File: src/rtl/mux_ctrl_pkg.sv
// Shared constants, state encoding and helpers for the round-robin mux select controller.
package mux_ctrl_pkg;

  localparam int unsigned N_REQ = 4;
  localparam int unsigned SEL_W = 2;

  typedef enum logic [1:0] {
    ST_IDLE  = 2'd0,
    ST_LOAD  = 2'd1,
    ST_GRANT = 2'd2
  } state_t;

  // One-hot vector with only bit idx set.
  function automatic logic [N_REQ-1:0] onehot(input logic [SEL_W-1:0] idx);
    logic [N_REQ-1:0] v;
    v      = '0;
    v[idx] = 1'b1;
    return v;
  endfunction

endpackage

File: src/rtl/rr_pick4.sv
// Combinational round-robin picker: first requester after 'last', wrapping around.
module rr_pick4
  import mux_ctrl_pkg::*;
(
  input  logic [N_REQ-1:0] req,
  input  logic [SEL_W-1:0] last,
  output logic [SEL_W-1:0] pick,
  output logic             any
);

  // Scan from farthest to nearest so the nearest requester after 'last' wins.
  always_comb begin
    logic [SEL_W-1:0] idx;
    pick = last;
    any  = |req;
    for (int k = N_REQ; k >= 1; k--) begin
      idx = last + SEL_W'(k);
      if (req[idx]) pick = idx;
    end
  end

endmodule

File: src/rtl/mux_rr_sel_ctrl.sv
// Round-robin owner scheduler for a shared 4:1 mux channel. A turnaround cycle with no
// grant precedes every select change; a time slice bounds ownership under contention.
module mux_rr_sel_ctrl
  import mux_ctrl_pkg::*;
#(
  parameter int unsigned SLICE_CYCLES = 8
) (
  input  logic             clk,
  input  logic             rst_n,
  input  logic [N_REQ-1:0] req,
  output logic [SEL_W-1:0] sel,
  output logic [N_REQ-1:0] grant,
  output logic             busy
);

  localparam int unsigned      CNT_W   = $clog2(SLICE_CYCLES);
  localparam logic [CNT_W-1:0] CNT_MAX = CNT_W'(SLICE_CYCLES - 1);

  state_t           state_q, state_d;
  logic [SEL_W-1:0] sel_q, sel_d;
  logic [SEL_W-1:0] last_q, last_d;
  logic [N_REQ-1:0] grant_q, grant_d;
  logic [CNT_W-1:0] cnt_q, cnt_d;
  logic             busy_q, busy_d;

  logic [SEL_W-1:0] pick_last;
  logic [SEL_W-1:0] pick;
  logic             pick_any;
  logic             owner_req;
  logic             others;
  logic             expired;

  // When leaving GRANT the current owner becomes 'last' on the same edge, so the
  // picker must already search from sel rather than from the stale last register.
  assign pick_last = (state_q == ST_GRANT) ? sel_q : last_q;

  rr_pick4 u_pick (
    .req  (req),
    .last (pick_last),
    .pick (pick),
    .any  (pick_any)
  );

  assign owner_req = req[sel_q];
  assign others    = |(req & ~onehot(sel_q));
  assign expired   = (cnt_q == CNT_MAX);

  // Next-state, select, grant and slice counter decisions.
  always_comb begin
    state_d = state_q;
    sel_d   = sel_q;
    last_d  = last_q;
    grant_d = grant_q;
    cnt_d   = cnt_q;

    unique case (state_q)
      ST_IDLE: begin
        grant_d = '0;
        if (pick_any) begin
          state_d = ST_LOAD;
          sel_d   = pick;
        end
      end

      ST_LOAD: begin
        if (owner_req) begin
          state_d = ST_GRANT;
          grant_d = onehot(sel_q);
          cnt_d   = '0;
        end else begin
          // Requester withdrew during turnaround: give up without touching last.
          state_d = ST_IDLE;
          grant_d = '0;
        end
      end

      ST_GRANT: begin
        if (!owner_req) begin
          // Release takes precedence over a coincident slice expiry.
          last_d  = sel_q;
          grant_d = '0;
          cnt_d   = '0;
          if (pick_any) begin
            state_d = ST_LOAD;
            sel_d   = pick;
          end else begin
            state_d = ST_IDLE;
          end
        end else if (expired && others) begin
          last_d  = sel_q;
          grant_d = '0;
          cnt_d   = '0;
          state_d = ST_LOAD;
          sel_d   = pick;
        end else if (expired) begin
          // Nobody else waiting: extend the owner with a fresh slice.
          cnt_d = '0;
        end else begin
          // Never passes CNT_MAX since expiry always clears or exits above.
          cnt_d = cnt_q + 1'b1;
        end
      end

      default: begin
        state_d = ST_IDLE;
        grant_d = '0;
      end
    endcase

    busy_d = (state_d != ST_IDLE);
  end

  // State and registered outputs, cleared asynchronously.
  always_ff @(posedge clk or negedge rst_n) begin
    if (!rst_n) begin
      state_q <= ST_IDLE;
      sel_q   <= '0;
      last_q  <= SEL_W'(N_REQ - 1);
      grant_q <= '0;
      cnt_q   <= '0;
      busy_q  <= 1'b0;
    end else begin
      state_q <= state_d;
      sel_q   <= sel_d;
      last_q  <= last_d;
      grant_q <= grant_d;
      cnt_q   <= cnt_d;
      busy_q  <= busy_d;
    end
  end

  assign sel   = sel_q;
  assign grant = grant_q;
  assign busy  = busy_q;

endmodule

File: config.mk
export PLATFORM = sky130hd
export DESIGN_NAME = mux_rr_sel_ctrl
export DESIGN_NICKNAME = d
export VERILOG_FILES = /design/src/rtl/mux_ctrl_pkg.sv /design/src/rtl/rr_pick4.sv /design/src/rtl/mux_rr_sel_ctrl.sv
export SDC_FILE = /design/constraint.sdc
export NUM_CORES = 1
export LEC_CHECK = 0
export CAP_MARGIN = 20
export CORE_MARGIN = 5
export CORE_UTILIZATION = 43
export CTS_BUF_LIST = sky130_fd_sc_hd__clkbuf_4 sky130_fd_sc_hd__clkbuf_8
export DETAILED_ROUTE_END_ITERATION = 16
export PLACE_DENSITY = 0.66
export SYNTH_ARGS = -nofsm -noshare
export SYNTH_HDL_FRONTEND = slang
export SYNTH_SLANG_ARGS = --single-unit
File: constraint.sdc
create_clock -name clk -period 3.65 [get_ports clk]
set_input_delay 0.73 -clock clk [delete_from_list [all_inputs] [get_ports clk]]
set_output_delay 0.73 -clock clk [all_outputs]
set_load 0.02 [all_outputs]
# Word level (Yosys, flattened, before mapping)
# Index checks and enable logic that the tools add are counted.
# word_totals
in_bits	6
latch_bits	0
n_memories	0
ramBits	0
mem_bits_ro	0
output_inout_bits	7
ff_bits	14
# op_classes
eq_ne	6
div_mod_pow	0
muxes	35
n_addsub	4
bitwise	2
order_cmp	5
mul	0
reduce_logical	11
shift	0
# op_table
op	count
$mux W2	13
$lt A2 B3 Y1 const B	4
$mux W3	4
$mux W4	3
$bmux W1 S2	4
$pmux W4 S2	1
$reduce_or A4 Y1	2
$mux W1	6
$pmux W2 S3	1
$pmux W3 S2	1
$reduce_and A2 Y1	3
$reduce_bool A2 Y1	3
$add A2 B2 Y2 const B	2
$and A4 B4 Y4	1
$not A4 Y4	1
$pmux W2 S2	1
$add A3 B1 Y3 const B	1
$eq A3 B3 Y1 const B	1
$ne A3 B2 Y1 const B	1
$add A2 B1 Y2 const B	1
$demux W1 S2	1
$eq A2 B1 Y1 const B	1
$eq A2 B2 Y1 const B	1
$ge A2 B1 Y1 const B	1
4 further kinds	5

# Logic depth before layout (Yosys ltp)
# Gate-level depths: netlist (run 1).
# logic_depth
depth_word	12
ltp_mapped	6
ltp_nobuf	6

# By module
# From an unflattened synthesis (run 1), not the netlist that was laid out.
# hier_totals
hier_cells	104
hier_area_um2	950.9
# by_module_without_submodules
mod	area_each_um2	cells_per_inst	instances
mux_rr_sel_ctrl	878.3	90	1
rr_pick4	72.6	14	1

# Worst setup path before layout (run 1)
# OpenSTA, ideal clock, no wires.
# synth_timing
path_type	in2reg
startpoint	in req[3]
endpoint	reg sel_q[0], in the netlist sel[0]
t_arrival_ns	1.766
n_path_buf	0
slack_ns	1.759
setup_time_ns	0.125
required_ns	3.525
cell_stages	4
path_cell_list	mux4_2 o21ai_4 o21ai_2 mux2_4
# synth_between
elab_chain_cells	8
elab_cells_between_ends	21
classes_between	eq/ne: 1; mux: 15; bitwise: 1; reduce/logical: 4
# synth_lines
item	line	source
start, declared	mux_rr_sel_ctrl.sv:10	input logic [N_REQ-1:0] req,
$bmux W1 S2	rr_pick4.sv:18	if (req[idx]) pick = idx;
$mux W1 (not written as such)	rr_pick4.sv:18	
$mux W2 (3 in a row)	rr_pick4.sv:18	
$mux W2 (on tied branches)	mux_rr_sel_ctrl.sv:59, mux_rr_sel_ctrl.sv:83, mux_rr_sel_ctrl.sv:89	
$mux W2	mux_rr_sel_ctrl.sv:78	if (!owner_req) begin
$pmux W2 S2	mux_rr_sel_ctrl.sv:56	unique case (state_q)
end signal, assigned	mux_rr_sel_ctrl.sv:124	sel_q <= sel_d;
end, declared	mux_rr_sel_ctrl.sv:20	logic [SEL_W-1:0] sel_q, sel_d;
# Several ways; a longest one is shown, not always the timed one. The select of a mux whose other input is x is not followed.
# A chain may end at the register's enable or synchronous reset.

# Worst setup path after layout (run 1)
# layout_timing
startpoint	reg sel_q[0], in the netlist sel[0]
endpoint	out sel[0]
# layout_lines
item	line	source
end, declared	mux_rr_sel_ctrl.sv:11	output logic [SEL_W-1:0] sel,
# No word-level cell between the ends.

==> flow_summary_export.csv, run 1 <==
group,metric,value,unit
run_status,status,"finished clean",
critical_path,reg2reg_depth,4,
route,drc,0,
sta,timing.fmax,0.436,GHz
clock_tree,clk_latency,0.28,ns
global_routing,antenna_found_initial,0,
layout,drive_above_1_share,18.5,%
placement,place_hpwl,1270,um
sta,worst_pin_slew,0.626,ns
critical_path,cp_max_fo,10,
placement,place_area,968,um2
min_path,min_to,"grant[3]",
floorplanning,initial_core_util,43.9,%
logic_synthesis,async_flop_share,100,%
layout,finalNetCount,101,
critical_path,crit_type,"reg -> out",
sta,finalCritPeriodShare,62.8,%
clock_tree,clock_sinks,14,
route,dr.pass1.iters,5,
sta,fin_crit,2.29,ns
floorplanning,num_io_pins,13,
clock_tree,clkSlewWorstSetupHoldPaths,0.08,ns
critical_path,critPathLaunchType,"flop",
clock_tree,cts_setup_buffers,0,
critical_path,path_buf_inv,1,
critical_path,rrSetupSlack,1.75,ns
global_routing,grt_pass1_wl,2920,um
global_routing,grt_max_degree,15,
sta,setup_viol,0,
pwr,peakVddDrop,0.000350,V
logic_synthesis,ys.flop_type,"dfrtp_1",
layout,area_delta_synth_final,20.2,%
critical_path,cp_num_cells,1,
clock_tree,cts_resized,0,
critical_path,critPathTopFamily,"buffers and inverters",
critical_path,critPathSlowestCell,"clkdlybuf4s50_1",
sta,setup_tns,0,ns
logic_synthesis,synth_area_leader_cell,"dfrtp_1",
logic_synthesis,yosysMostFrequentCell,"dfrtp_1",
floorplanning,die_h,54.1,um
critical_path,required,2.92,ns
pwr,leakagePower,0.000446,uW
floorplanning,row_count,16,
sta,finalHoldViolations,0,
min_path,min-delay-start,"grant[3]",
critical_path,reg2reg_to,"sel[1]",
sta,rsz0062_at_grt,"false",
pwr,powerDensity,810,mW/mm2
min_path,hold-path-cell-count,1,
clock_tree,cts_max_level,1,
logic_synthesis,synthDominantCellAreaShare,35.9,%
critical_path,critPathMaxStageDelay,0.69,ns
logic_synthesis,yosys-top-cells-area,"dfrtp_1, mux2_4, dfstp_2",
critical_path,end_kind,"primary output",
pwr,pwr-share-seq,37.5,%
logic_synthesis,synth_edf_count,0,
pwr,swShare,40.3,%
global_routing,grt_usage,14.1,%
pwr,pwr-share-comb,48.8,%
route,post_drt_via_cell_ratio,5.41,
logic_synthesis,synth_commonest_cells,"dfrtp_1, nand2_1, inv_1, nor2_1, o21ai_0",
logic_synthesis,seq_area_frac_synth,42.2,%
sta,maxSlewViolCount,0,
route,via_count,644,
pwr,pwr-share-clk,13.7,%
pwr,p_int,486,uW
layout,diodes,0,
route,postRouteAntennaNets,0,
logic_synthesis,synth_warnings,0,
clock_tree,cts_tree,"built",
route,drtIter0Drc,10,
min_path,hold_path.class,"reg -> reg",
floorplanning,die_x,54.1,um
clock_tree,clk_path_buf_depth,2,
logic_synthesis,syn_area_per_cell,10.6,um2
clock_tree,holdBufCountCts,0,
logic_synthesis,synthesis.area,836,um2
clock_tree,cts_root_buf,"clkbuf_4",
run,cap_violations,0,
global_routing,grt_overflow,0,
global_routing,grt_pass1_vias,656,
logic_synthesis,synth-seq-cells,14,
route,routed_wl,1710,um
clock_tree,cts_buffers,3,
critical_path,arrival,1.56,ns
layout,fillers,164,
sta,fin_worst_skew,0.00114,ns
sta,max-slew-margin-rel,58.2,%
floorplanning,dieArea,0.00293,mm2
placement,numPortBuffers,12,
logic_synthesis,syn-num-nets,87,
logic_synthesis,synth_cells,79,
floorplanning,core,0.00190,mm2
placement,globalplace.congestion,0.808,
layout,final_area,0.00100,mm2
critical_path,regToRegStartpoint,"sel[0]",
critical_path,cp_cell_sequence,"clkdlybuf4s50_1",
logic_synthesis,synth.distinct_cells,31,
pwr,switchingPower,328,uW
route,avgRoutedWirePerCell,14.4,um
per-stage QoR:
step | power [uW] | util [%] | hold slack, ns | std cells | setup slack [ns]
floorplan | 596 | - | 0.434 | 79 | 1.76
global placement | 697 | 50.9 | 0.479 | 115 | 1.16
detailed placement | 708 | 50.9 | 0.473 | 115 | 1.11
CTS | 821 | 52.8 | 0.505 | 119 | 1.34
global route | 869 | 52.8 | 0.518 | 119 | 1.30
finish | 814 | 52.8 | 0.497 | 119 | 1.36
cell families after synthesis:
family	count (synthesis)	share of synthesized area, %
and+or+nand+nor	25	15.0
AOI/OAI and AO/OA	20	19.0
DFF	14	42.2
muxes	10	16.0
buffers and inverters	8	4.79
adders and majority gates	2	2.99
routing by layer:
metal	GRT usage (%)	wire, um	up-vias
met5	0	0	-
met4	3.73	0	0
met3	5.26	77	0
met2	24.0	906	17
met1	16.5	725	322
li1	-	-	305
cell type report:
class	instances	area [um2]	area share (%)
clock buffers	4	36.3	3.61
flip-flops and latches	14	353	35.1
inverters	5	18.8	1.87
repair buffers	12	120	12.0
well taps	27	33.8	3.36
multi-input cells	57	443	44.1
worst max-delay path by stage:
stage	startpoint	endpoint	slack (ns)
3_3_place_gp	req[3]	sel[0]	1.16
4_1_cts	sel[0]	sel[0]	1.34
2_1_floorplan	req[3]	sel[0]	1.76
3_5_place_dp	req[0]	sel[1]	1.11
5_1_grt	sel[0]	sel[0]	1.30
6_report	sel[0]	sel[0]	1.36
worst reg2reg max path: stages (launching register included):
cell,delay [ns]
dfrtp_1,0.59
mux4_2,0.65
o21ai_4,0.12
o21ai_2,0.12
mux2_4,0.31
power groups by stage:
stage	clock [uW]	sequential, uW	combinational (uW)
final	112	305	397
after global routing	124	316	429
after CTS	115	305	401
after detailed placement	0	308	400
after global placement	0	304	393
after floorplan	0	290	305
layout by cell type (no fill, tap or decap), drive strengths merged:
master,netlist,layout
dfrtp,12,12
clkdlybuf4s50,0,12
nand2,10,10
o21ai,8,8
inv,5,5
nor2,5,5
mux2,5,5
nand2b,5,5
mux2i,4,4
clkbuf,0,4
nand3,3,3
a21oi,2,2
a22o,2,2
o2bb2ai,2,2
ha,2,2
dfstp,2,2
nor3b,1,1
a32o,1,1
o41ai,1,1
mux4,1,1
nor3,1,1
a22oi,1,1
o32a,1,1
o211ai,1,1
a21o,1,1
sequential cells by signal, summed over array words and instances, names as in the netlist:
| name | flops |
|---|---|
| grant | 4 |
| cnt_q | 3 |
| last_q | 2 |
| sel | 2 |
| state_q | 2 |
| busy | 1 |
No activity file was read; power rests on OpenSTA's default activity.
==> run 2: changes to the inputs <==
==> constraint.sdc (replaced) <==
create_clock -name clk -period 2.2 [get_ports clk]
set_input_delay 0.44 -clock clk [delete_from_list [all_inputs] [get_ports clk]]
set_output_delay 0.44 -clock clk [all_outputs]
set_load 0.02 [all_outputs]
==> run 2 against run 1 <==
Against the previous run: flip-flop and latch count stayed put; combinational power is 75% higher; count of clock-buffer cells in the layout stayed put; sequential share of layout area is 1.3 points lower.
==> flow_summary_export.csv, run 2 (synthesis gave the netlist of run 1 again) <==
group,metric,value,unit
run_status,status,"finished clean",
pwr,pwr-share-seq,36.3,%
sta,setup_ws,0.212,ns
route,postRouteAntennaNets,0,
placement,globalplace.congestion,0.814,
route,routed_wl,1680,um
sta,fin_crit,1.99,ns
critical_path,path_buf_inv,1,
placement,place_hpwl,1220,um
floorplanning,die_h,54.1,um
route,dr.pass1.iters,5,
pwr,swShare,39.0,%
clock_tree,clk_path_buf_depth,2,
placement,place_area,0.00101,mm2
clock_tree,clock_sinks,14,
pwr,p_int,843,uW
pwr,powerDensity,1330,mW/mm2
placement,pre_cts_ws,0.0234,ns
clock_tree,clkSlewWorstSetupHoldPaths,0.09,ns
layout,largest_reg_flops,4,
sta,worst_pin_slew,0.620,ns
critical_path,cp_cell_sequence,"clkdlybuf4s50_1",
critical_path,critPathLaunchType,"flop",
route,post_drt_via_cell_ratio,5.41,
placement,numPortBuffers,12,
route,drc,0,
critical_path,critPathTopFamily,"buffers and inverters",
pwr,power,1380,uW
clock_tree,clk_latency,0.28,ns
global_routing,antenna_found_initial,0,
route,via_count,671,
layout,multi_input_area,443,um2
pwr,switchingPower,538,uW
clock_tree,cts_resized,0,
clock_tree,cts_tree,"built",
global_routing,grt_usage,14.0,%
global_routing,grt_pass1_wl,2870,um
route,drtIter0Drc,4,
clock_tree,holdBufCountCts,0,
global_routing,grt_pass1_vias,622,
sta,timing.fmax,0.503,GHz
critical_path,critPathMaxStageDelay,0.68,ns
layout,final_cell_mix,"dfrtp_1, clkdlybuf4s50_1, nand2_1",
critical_path,required,1.76,ns
clock_tree,cts_setup_buffers,0,
sta,finalHoldViolations,0,
run,cap_violations,0,
critical_path,arrival,1.55,ns
layout,finalNetCount,106,
layout,final_cells,124,
sta,setup_viol,0,
sta,fin_worst_skew,0.00744,ns
pwr,pwr-share-comb,50.2,%
layout,fillers,169,
layout,drive_above_1_share,22.7,%
placement,numPlacedInstances,120,
sta,maxSlewViolCount,0,
pwr,leakagePower,0.000470,uW
pwr,peakVddDrop,0.000692,V
floorplanning,row_count,16,
layout,register_area,353,um2
layout,area_delta_synth_final,24.7,%
global_routing,grt_max_degree,15,
layout,final_area,0.00104,mm2
floorplanning,core,0.00190,mm2
sta,rsz0062_at_grt,"false",
critical_path,cp_max_fo,10,
layout,diodes,0,
floorplanning,die_x,54.1,um
clock_tree,cts_max_level,1,
critical_path,critPathSlowestCell,"clkdlybuf4s50_1",
min_path,hold_path.class,"reg -> reg",
route,avgRoutedWirePerCell,13.5,um
sta,max-slew-margin-rel,58.5,%
sta,setup_tns,0,ns
pwr,pwr-share-clk,13.6,%
critical_path,crit_type,"reg -> out",
floorplanning,num_io_pins,13,
sta,finalCritPeriodShare,90.4,%
floorplanning,dieArea,0.00293,mm2
global_routing,grt_overflow,0,
clock_tree,cts_root_buf,"clkbuf_4",
clock_tree,cts_buffers,3,
floorplanning,initial_core_util,43.9,%
critical_path,end_kind,"primary output",
-- run 2: final cells by class --
class,count,area share [%]
multi-input combinational,57,42.5
sequential,14,33.9
timing repair buffer,17,15.1
clock buffer,4,3.48
tap,27,3.24
inverter,5,1.80
-- run 2: worst reg2reg max path: stages (launching register included) --
cell and delay (ns):
dfrtp_1 0.58, mux4_2 0.61, o21ai_4 0.11, o21ai_2 0.10, mux2_4 0.30
-- run 2: routing by layer --
metal / wire length, um / vias to the layer above / track usage (%)
met5: 0 / - / 0
met2: 801 / 26 / 21.4
met4: 27 / 0 / 6.22
met1: 731 / 323 / 17.6
li1: - / 320 / -
met3: 117 / 2 / 5.26
-- run 2: path summary, 6_finish.rpt --
kind                          start  endpoint  slack, ns  cells past startpoint
max                          sel[0]    sel[0]       0.21                      1
min                        grant[3]  grant[3]       0.50                      1
max reg2reg                  sel[0]    sel[1]       0.38                      4
min reg2reg                grant[3]  grant[3]       0.50                      1
max in group asynchronous     rst_n  grant[2]       1.26                      1
min in group asynchronous     rst_n  cnt_q[2]       0.53                      1
-- run 2: power groups by stage --
stage          Clock, uW  Sequential [uW]  Combinational [uW]
2_1_floorplan          0              482                 506
4_1_cts              193              502                 702
5_1_grt              206              522                 761
3_3_place_gp           0              503                 691
6_report             187              501                 693
3_5_place_dp           0              503                 697
-- run 2: stage by stage --
stage,utilization (%),hold WS (ns)
floorplan,-,0.144
global placement,52.9,0.482
detailed placement,52.9,0.476
CTS,54.8,0.506
global route,54.8,0.516
finish,54.8,0.501
==> run 3: changes to the inputs <==
--- a/config.mk
+++ b/config.mk
@@ -6,11 +6,12 @@
 export NUM_CORES = 1
 export LEC_CHECK = 0
 export CAP_MARGIN = 20
+export CORE_ASPECT_RATIO = 1.1
 export CORE_MARGIN = 5
-export CORE_UTILIZATION = 43
+export CORE_UTILIZATION = 50
 export CTS_BUF_LIST = sky130_fd_sc_hd__clkbuf_4 sky130_fd_sc_hd__clkbuf_8
 export DETAILED_ROUTE_END_ITERATION = 16
-export PLACE_DENSITY = 0.66
+export PLACE_DENSITY = 0.75
 export SYNTH_ARGS = -nofsm -noshare
 export SYNTH_HDL_FRONTEND = slang
 export SYNTH_SLANG_ARGS = --single-unit
==> run 3 against run 2 <==
Against the previous run: non-clock buffer count rose by 1; highest routed layer unchanged; clock power barely moved; flip-flop and latch count did not move; sequential power fell by 3%; cell area fell by 0.48%; worst hold slack improved by 0.0067 ns; count of clock-buffer cells in the layout did not move; sequential share of layout area rose by 0.16 points; register-to-register slack got worse by 0.04 ns; fmax barely moved; combinational power rose by 4.9%; critical path depth did not move.
==> flow_summary_export.csv, run 3 (synthesis gave the netlist of run 1 again) <==
group,metric,value,unit
min_path,min_to,"grant[1]",
floorplanning,num_io_pins,13,
clock_tree,clock_sinks,14,
sta,setup_ws,0.211,ns
sta,setup_viol,0,
critical_path,reg2reg_depth,5,
run_status,status,"finished clean",
clock_tree,holdBufCountCts,0,
placement,place_area,0.00100,mm2
sta,timing.fmax,0.503,GHz
layout,fin_util,65.8,%
clock_tree,clkSlewWorstSetupHoldPaths,0.09,ns
run,cap_violations,0,
clock_tree,cts_tree,"built",
critical_path,critPathMaxStageDelay,0.68,ns
critical_path,critPathSlowestCell,"clkdlybuf4s50_1",
sta,rsz0062_at_grt,"false",
route,avgRoutedWirePerCell,15.7,um
pwr,power,1400,uW
sta,worst_pin_slew,0.616,ns
critical_path,end_kind,"primary output",
sta,fin_worst_skew,0.00874,ns
layout,final_cell_mix,"dfrtp_1, clkdlybuf4s50_1, nand2_1, buf_4",
route,via_count,658,
route,dr.pass1.iters,4,
floorplanning,core,0.00158,mm2
route,postRouteAntennaNets,0,
global_routing,use_met2,27.4,%
sta,maxSlewViolCount,0,
sta,finalHoldViolations,0,
global_routing,antenna_found_initial,0,
critical_path,path_buf_inv,1,
floorplanning,die_h,52.9,um
pwr,powerDensity,1350,mW/mm2
clock_tree,cts_root_buf,"clkbuf_4",
min_path,min-delay-start,"grant[1]",
layout,largest_reg_flops,4,
clock_tree,clk_latency,0.29,ns
sta,max-slew-margin-rel,58.8,%
layout,drive_above_1_share,23.5,%
critical_path,startpoint,"sel[0]",
pwr,peakVddDrop,0.000727,V
placement,globalplace.congestion,0.739,
global_routing,grt_usage,15.6,%
critical_path,cp_cell_sequence,"clkdlybuf4s50_1",
floorplanning,die_x,49.0,um
pwr,leakagePower,0.000475,uW
route,post_drt_via_cell_ratio,5.72,
critical_path,critPathTopFamily,"buffers and inverters",
floorplanning,row_count,15,
layout,final_area,0.00104,mm2
route,routed_wl,1800,um
global_routing,use_met1,18.4,%
critical_path,regToRegStartpoint,"state_q[0]",
critical_path,crit_type,"reg -> out",
critical_path,required,1.76,ns
route,drtIter0Drc,14,
global_routing,use_met3,3.38,%
placement,place_hpwl,1320,um
critical_path,rrSetupSlack,0.34,ns
layout,area_delta_synth_final,24.1,%
clock_tree,cts_setup_buffers,0,
floorplanning,initial_core_util,53.0,%
global_routing,grt_overflow,0,
layout,finalNetCount,107,
global_routing,grt_pass1_vias,684,
route,drc,0,
placement,pre_cts_ws,0.00827,ns
critical_path,reg2reg_to,"sel[0]",
clock_tree,cts_resized,0,
critical_path,arrival,1.55,ns
min_path,hold_path.class,"reg -> reg",
clock_tree,cts_buffers,3,
critical_path,cp_max_fo,10,
clock_tree,clk_path_buf_depth,2,
floorplanning,dieArea,0.00259,mm2
global_routing,busiest_layer,"met2",
sta,fin_crit,1.99,ns
layout,diodes,0,
sta,setup_tns,0,ns
sta,finalCritPeriodShare,90.4,%
placement,numPortBuffers,12,
min_path,hold-path-cell-count,1,
critical_path,critPathLaunchType,"flop",
global_routing,grt_max_degree,15,
clock_tree,cts_max_level,1,
global_routing,grt_pass1_wl,3090,um
run 3: changes by cell type in the layout (fill, tap and decap cells not counted), sizes merged:
cell | before | now
buf | 5 | 6
run 3: power by group:
part / leakage [uW] / internal, uW / switching, uW
sequential: 0.000177 / 368 / 120
clock: 0.0000210 / 101 / 88.4
combinational: 0.000277 / 378 / 350
run 3: final cells by class:
| class | instances | area (um2) |
|---|---|---|
| fillers | 132 | 539 |
| multi-input cells | 57 | 443 |
| flip-flops and latches | 14 | 353 |
| repair buffers | 18 | 165 |
| clock buffers | 4 | 36.3 |
| well taps | 17 | 21.3 |
| inverters | 5 | 18.8 |
run 3: metal layers:
metal / wire length [um] / vias up
li1: - / 321
met3: 82 / 4
met2: 941 / 22
met5: 0 / -
met1: 761 / 311
met4: 17 / 0
run 3: worst max-delay path by stage:
stage	cells past startpoint	end	slack (ns)
final	1	sel[0]	0.21
after global routing	1	sel[0]	0.13
after CTS	1	sel[0]	0.18
after detailed placement	5	sel[0]	0.008
after global placement	5	sel[0]	0.07
after floorplan	6	sel[0]	0.38
run 3: metrics by stage:
stage / instances / hold slack (ns)
after floorplan: 79 / 0.144
after global placement: 111 / 0.476
after detailed placement: 111 / 0.473
after CTS: 115 / 0.506
after global routing: 115 / 0.541
final: 115 / 0.508
